<file path="src/rtl/cayde_pkg.sv">
// rtl/cayde_pkg.sv - shared types and constants for the cayde pipeline
//
// Purpose: ALU op encoding, operand-select encodings, register address type.
// Ports:   none (package).
package cayde_pkg;

  typedef enum logic [3:0] {
    ALU_ADD  = 4'd0,
    ALU_SUB  = 4'd1,
    ALU_AND  = 4'd2,
    ALU_OR   = 4'd3,
    ALU_XOR  = 4'd4,
    ALU_SLL  = 4'd5,
    ALU_SRL  = 4'd6,
    ALU_SRA  = 4'd7,
    ALU_SLT  = 4'd8,
    ALU_SLTU = 4'd9
  } alu_op;

  typedef enum logic [1:0] {
    OPA_RS1  = 2'd0,
    OPA_PC   = 2'd1,
    OPA_ZERO = 2'd2
  } opa_sel_e;

  typedef enum logic {
    OPB_RS2 = 1'b0,
    OPB_IMM = 1'b1
  } opb_sel_e;

  typedef logic [4:0] reg_addr_t;

  localparam reg_addr_t REG_ZERO = 5'd0;

endpackage

</file>
<file path="src/rtl/cayde_regfile.sv">
// rtl/cayde_regfile.sv - 32x32 architectural register file, x0 hardwired to zero
//
// Purpose: 31 writable registers, one write port, two combinational read
//          ports with write-through of the same-cycle write.
// Ports:   clk_i/rst_i         clock, synchronous active-high reset
//          we_i/waddr_i/wdata_i write port (writes to x0 ignored)
//          raddr_a_i/rdata_a_o read port A
//          raddr_b_i/rdata_b_o read port B
module cayde_regfile
  import cayde_pkg::*;
(
  input  logic        clk_i,
  input  logic        rst_i,
  input  logic        we_i,
  input  reg_addr_t   waddr_i,
  input  logic [31:0] wdata_i,
  input  reg_addr_t   raddr_a_i,
  output logic [31:0] rdata_a_o,
  input  reg_addr_t   raddr_b_i,
  output logic [31:0] rdata_b_o
);

  logic [31:0] regs [31:1];

  always_ff @(posedge clk_i) begin
    if (rst_i) begin
      for (int i = 1; i < 32; i++) regs[i] <= '0;
    end else if (we_i && waddr_i != REG_ZERO) begin
      regs[waddr_i] <= wdata_i;
    end
  end

  // Write-through: a read of the register being written sees the new data.
  always_comb begin
    rdata_a_o = '0;
    if (raddr_a_i != REG_ZERO) begin
      if (we_i && waddr_i == raddr_a_i) rdata_a_o = wdata_i;
      else                              rdata_a_o = regs[raddr_a_i];
    end
  end

  always_comb begin
    rdata_b_o = '0;
    if (raddr_b_i != REG_ZERO) begin
      if (we_i && waddr_i == raddr_b_i) rdata_b_o = wdata_i;
      else                              rdata_b_o = regs[raddr_b_i];
    end
  end

endmodule

</file>
<file path="src/rtl/cayde_operand_fetch.sv">
// rtl/cayde_operand_fetch.sv - issue/operand-fetch stage with busy-bit scoreboard
//
// Purpose: accepts decoded instructions, reads rs1/rs2, stalls RAW/WAW
//          hazards, selects ALU operands and registers the bundle for execute.
// Ports:   clk_i/rst_i                     clock, synchronous active-high reset
//          in_valid_i/in_ready_o/in_*      decoded instruction handshake
//          out_valid_o/out_ready_i/out_*   operand bundle to the ALU stage
//          wb_en_i/wb_rd_i/wb_data_i       writeback port
//          flush_i                         squash held bundle, block accept
module cayde_operand_fetch
  import cayde_pkg::*;
#(
  parameter bit BYPASS_EN = 1'b1
) (
  input  logic        clk_i,
  input  logic        rst_i,
  input  logic        in_valid_i,
  output logic        in_ready_o,
  input  alu_op       in_op_i,
  input  reg_addr_t   in_rs1_i,
  input  reg_addr_t   in_rs2_i,
  input  reg_addr_t   in_rd_i,
  input  logic        in_rd_we_i,
  input  opa_sel_e    in_a_sel_i,
  input  opb_sel_e    in_b_sel_i,
  input  logic [31:0] in_imm_i,
  input  logic [31:0] in_pc_i,
  output logic        out_valid_o,
  input  logic        out_ready_i,
  output alu_op       out_op_o,
  output logic [31:0] out_op_a_o,
  output logic [31:0] out_op_b_o,
  output reg_addr_t   out_rd_o,
  output logic        out_rd_we_o,
  input  logic        wb_en_i,
  input  reg_addr_t   wb_rd_i,
  input  logic [31:0] wb_data_i,
  input  logic        flush_i
);

  logic [31:0] rs1_data, rs2_data;
  logic [31:0] op_a, op_b;
  // Bit 0 is kept at zero so x0 never reads as busy without extra guards.
  logic [31:0] busy, busy_d;
  logic        rs1_haz, rs2_haz, rd_haz, hazard, accept;

  cayde_regfile u_regfile (
    .clk_i     (clk_i),
    .rst_i     (rst_i),
    .we_i      (wb_en_i),
    .waddr_i   (wb_rd_i),
    .wdata_i   (wb_data_i),
    .raddr_a_i (in_rs1_i),
    .rdata_a_o (rs1_data),
    .raddr_b_i (in_rs2_i),
    .rdata_b_o (rs2_data)
  );

  // A busy register being written back this cycle is forwarded when bypass
  // is enabled; the regfile write-through already supplies wb_data_i.
  always_comb begin
    rs1_haz = (in_a_sel_i == OPA_RS1) && busy[in_rs1_i] &&
              !(BYPASS_EN && wb_en_i && wb_rd_i == in_rs1_i);
    rs2_haz = (in_b_sel_i == OPB_RS2) && busy[in_rs2_i] &&
              !(BYPASS_EN && wb_en_i && wb_rd_i == in_rs2_i);
    rd_haz  = in_rd_we_i && busy[in_rd_i] &&
              !(BYPASS_EN && wb_en_i && wb_rd_i == in_rd_i);
    hazard  = rs1_haz || rs2_haz || rd_haz;
  end

  assign in_ready_o = !flush_i && !hazard && (!out_valid_o || out_ready_i);
  assign accept     = in_valid_i && in_ready_o;

  always_comb begin
    op_a = '0;
    case (in_a_sel_i)
      OPA_RS1: op_a = rs1_data;
      OPA_PC:  op_a = in_pc_i;
      default: op_a = '0;
    endcase
    op_b = (in_b_sel_i == OPB_IMM) ? in_imm_i : rs2_data;
  end

  // Clears first, then set, so a set on the same register wins.
  always_comb begin
    busy_d = busy;
    if (wb_en_i) busy_d[wb_rd_i] = 1'b0;
    if (flush_i && out_valid_o && out_rd_we_o) busy_d[out_rd_o] = 1'b0;
    if (accept && in_rd_we_i) busy_d[in_rd_i] = 1'b1;
    busy_d[0] = 1'b0;
  end

  always_ff @(posedge clk_i) begin
    if (rst_i) busy <= '0;
    else       busy <= busy_d;
  end

  always_ff @(posedge clk_i) begin
    if (rst_i) begin
      out_valid_o <= 1'b0;
      out_op_o    <= ALU_ADD;
      out_op_a_o  <= '0;
      out_op_b_o  <= '0;
      out_rd_o    <= REG_ZERO;
      out_rd_we_o <= 1'b0;
    end else if (accept) begin
      out_valid_o <= 1'b1;
      out_op_o    <= in_op_i;
      out_op_a_o  <= op_a;
      out_op_b_o  <= op_b;
      out_rd_o    <= in_rd_i;
      out_rd_we_o <= in_rd_we_i;
    end else if (flush_i || out_ready_i) begin
      out_valid_o <= 1'b0;
    end
  end

endmodule

</file>
<file path="config.mk">
export PLATFORM = sky130hd
export DESIGN_NAME = cayde_operand_fetch
export DESIGN_NICKNAME = d
export VERILOG_FILES = /design/src/rtl/cayde_pkg.sv /design/src/rtl/cayde_regfile.sv /design/src/rtl/cayde_operand_fetch.sv
export SDC_FILE = /design/constraint.sdc
export NUM_CORES = 2
export LEC_CHECK = 0
export BUFFER_PORTS_ARGS = -buffer_cell sky130_fd_sc_hd__buf_2
export CORE_MARGIN = 10
export CORE_UTILIZATION = 60
export DETAILED_ROUTE_END_ITERATION = 8
export HOLD_SLACK_MARGIN = 0.03
export PLACE_DENSITY = 0.77
export SLEW_MARGIN = 20
export SYNTH_ARGS = -nofsm -noshare
export SYNTH_HDL_FRONTEND = slang
export SYNTH_HIERARCHICAL = 1
export SYNTH_SLANG_ARGS = --single-unit
</file>
<file path="constraint.sdc">
create_clock -name clk_i -period 3.2 [get_ports clk_i]
set_clock_uncertainty 0.1 [all_clocks]
set_input_delay 0.16 -clock clk_i [delete_from_list [all_inputs] [get_ports clk_i]]
set_output_delay 0.16 -clock clk_i [all_outputs]
set_load 0.005 [all_outputs]
</file>
==> impl_metrics.tcl <==
set metrics [dict create \
    io_pins 206 \
    grt_pass1_vias 44620 \
    drc 0 \
    synth_compound_area_share_pct 6.739 \
    drive_gt1_share_pct 26.70 \
    ys_async_sr_fraction_pct 0 \
    outcome "finished clean" \
    met1_length_um 74100 \
    synth.most_common_cell "edfxtp_1" \
    cpMaxStageDelayCell "dlygate4sd3_1" \
    ant_nets 0 \
    period_needed_ns 3.178 \
    dp.cells 5873 \
    place_hpwl_um 142400 \
    ys.warnings.count 6 \
    numCtsBuffers 116 \
    fmax_mhz 314.7 \
    synth_fa_ha_area_share_pct 0 \
    internal-power_mw 27.39 \
    grt_max_degree 97 \
    rsz0062_at_grt "yes" \
    die_h_um 339.8 \
    synth_top_cell_by_area "edfxtp_1" \
    cp_common_cell "a22o_1" \
    grt_pass1_wl_um 318100 \
    clkPwrFrac_pct 38.8 \
    relSlewSlack_pct 36.37 \
    synth_top_family_by_area "multiplexers" \
    worstSetupStartpoint "u_regfile/regs[8][8]" \
    coreArea_sq_mm 0.1016 \
    drt_iter0_drc 7673 \
    synth-simple-area-share_pct 13.63 \
    finalSetupViolations 0 \
    cts_root_buffer "clkbuf_16" \
    drv_slew 0 \
    cap_violations 0 \
    clock_latency_ns 0.76 \
    synth_common_cells "1024 x edfxtp_1, 995 x and2_1, 410 x mux4_2, 363 x mux2i_1, 346 x clkbuf_1" \
    ys_types 62 \
    cp-end-kind "flip-flop" \
    cts_tree "built" \
    synthXorXnorAreaFrac_pct 0.3568 \
    hold_ws_ns 0.1165 \
    vias 45300 \
    crit_path_max_incr_delay_ns 0.56 \
    crit_family "compound AO/OA/AOI/OAI gates" \
    crit_required_ns 3.71 \
    top_layer_used "met5" \
    antenna_found_initial 19 \
    cp_max_fo 2 \
    die_w_um 339.8 \
    port_buffers 205 \
    layout.cells.non_filler 6229 \
    synth_area_leaders "edfxtp_1 50%, mux4_2 15%, and2_1 10%" \
    ir_worst_vdd_mv 0.4803 \
    worstSetupPathType "reg -> reg" \
    viasPerCell 7.273 \
    syn_area_sq_mm 0.06136 \
    wl_um 224100 \
    synth_mux_area_share_pct 22.27 \
    syn-instance-count 4435 \
    place_congestion 0.9839 \
    nFillCells 6652 \
    postSynthAreaPerCell_sq_um 13.84 \
    cts_sinks 1130 \
    r2r_start "u_regfile/regs[8][8]" \
    fin_crit_sh_pct 99.30 \
    p_sw_share_pct 25.88 \
    path_clk_slew_ns 0.07 \
    critPathLaunchType "flip-flop" \
    crit_chain "mux4_2 > a22o_1 > a2111oi_2 > buf_4 > a21oi_1 > a22o_1 > mux2_2 > nand2_1 > dlygate4sd3_1 > mux2i_1" \
    p_comb_share_pct 14.4 \
    synth-main-ff-cell "edfxtp_1" \
    initial_core_util_pct 60.40 \
    htreeDepth 3 \
    leakage_nw 26.19 \
    crit_buf_inv 2 \
    drt_pass1_iterations 6 \
    grt_overflow_total 0 \
    wire_per_inst_um 35.98 \
    p_switching_mw 9.565 \
    register_area_sq_mm 0.03287 \
    yosysSeqAreaShare_pct 53.57 \
    cts_max_path_buffers 3 \
    post-route-util_pct 70.00 \
    holdCritStartpoint "in_valid_i" \
    placementRows 117 \
    tns_ns 0 \
    wl_met2_um 98000 \
    synth.top_cell.area_share_pct 50.11 \
    hold_violations 0 \
    die-area_sq_mm 0.1155 \
    ys_ff_latch 1130 \
    worst_pin_slew_ns 0.9303 \
    syn2layout_area_growth_pct 15.90 \
    cp.arrival_ns 3.69 \
    worstHoldPathType "in -> reg" \
    seqPwrFrac_pct 46.8 \
    nets 4883 \
    power.density_mw_per_mm2 519.6 \
    wl_met3_um 34970 \
    synth_edf_count 1024 \
    track_usage_pct 37.90 \
    multi_input_area_sq_mm 0.02677 \
]
[repair_timing]
action                                 in CTS  in global routing
buffers inserted                            0                  3
setup endpoints to repair                   0                 11
resized for setup                           0                 23
hold buffers                              127                  0
endpoints found under the hold margin     570                  0
[worst reg2reg max path: stages, from the launching register on]
cell and delay, ns:
edfxtp_1 0.40, mux4_2 0.48, a22o_1 0.27, a2111oi_2 0.29
buf_4 0.25, a21oi_1 0.07, a22o_1 0.23, mux2_2 0.26
nand2_1 0.07, dlygate4sd3_1 0.56, mux2i_1 0.08
[cells by family (layout without fill, tap and decap cells)]
logic type	Yosys count	after routing
AOI/OAI and AO/OA	545	545
xor gates and xnor gates	25	25
buffers and inverters	485	873
DFF	1130	1130
muxes	844	844
other	1	39
and+or+nand+nor	1405	1405
[path summary, 6_finish.rpt]
check,slack [ns],cells past startpoint,endpoint
setup reg to reg,0.02,10,out_op_a_o[8]
setup / recovery,0.02,10,out_op_a_o[8]
hold reg to reg,0.38,2,out_op_a_o[26]
hold / removal,0.12,5,out_valid_o
[cell usage in the layout, fill, tap and decap left out, types with 19 or more instances in the layout]
cell type / Yosys / layout
a21oi_1: 80 / 80
a22o_1: 55 / 52
a22oi_1: 134 / 134
and2_1: 995 / 994
buf_12: 0 / 81
buf_2: 73 / 197
buf_4: 22 / 236
clkbuf_1: 346 / 20
clkbuf_16: 0 / 118
clkinv_2: 0 / 19
conb_1: 1 / 32
dfxtp_1: 106 / 106
dlygate4sd3_1: 0 / 127
edfxtp_1: 1024 / 1024
mux2_2: 65 / 65
mux2i_1: 363 / 363
mux4_2: 410 / 410
nand2_1: 91 / 91
nand2b_1: 56 / 56
nor2_1: 88 / 52
nor2_2: 0 / 28
nor2b_1: 73 / 70
o221ai_1: 73 / 73
o22ai_1: 41 / 41
o31ai_1: 24 / 24
or2_2: 34 / 32
[through the flow]
stage	worst slack [ns]	total power, mW	cell area, sq um
5_1_grt	-0.03542	37.63	71100
3_5_place_dp	-0.3218	22.47	65700
2_1_floorplan	0.2615	20.16	61480
4_1_cts	0.02517	36.63	70980
3_3_place_gp	-0.3612	22.35	65690
6_report	0.02250	36.96	71120
[power by group through the flow]
stage / combinational (mW) / clock [mW] / sequential [mW]
2_1_floorplan: 2.75 / 0 / 17.4
3_3_place_gp: 4.84 / 0 / 17.5
3_5_place_dp: 4.90 / 0 / 17.6
4_1_cts: 5.05 / 14.3 / 17.3
5_1_grt: 5.37 / 14.9 / 17.4
6_report: 5.31 / 14.3 / 17.3
[final cells by class]
cell class | count | share of cell area, %
antenna | 7 | 0.02463
clock buffer | 154 | 4.523
clock inverter | 65 | 1.110
inverter | 9 | 0.04750
multi-input combinational | 2851 | 37.64
sequential | 1130 | 46.22
tap | 1368 | 2.407
timing repair buffer | 645 | 8.024
[routing by layer]
metal	vias up	track usage, %
met5	-	0
met4	19	24.40
met3	978	13.26
met2	4407	56.23
met1	22300	47.15
li1	17600	-
[flip-flops by register name, summed over array words and instances (netlist names)]
name and flops:
busy 31, out_rd_o 5, out_valid_o 1, out_op_o 4, out_op_b_o 32, u_regfile/regs 1024
out_rd_we_o 1, out_op_a_o 32
Note: power is estimated with default switching activity, not from simulation.
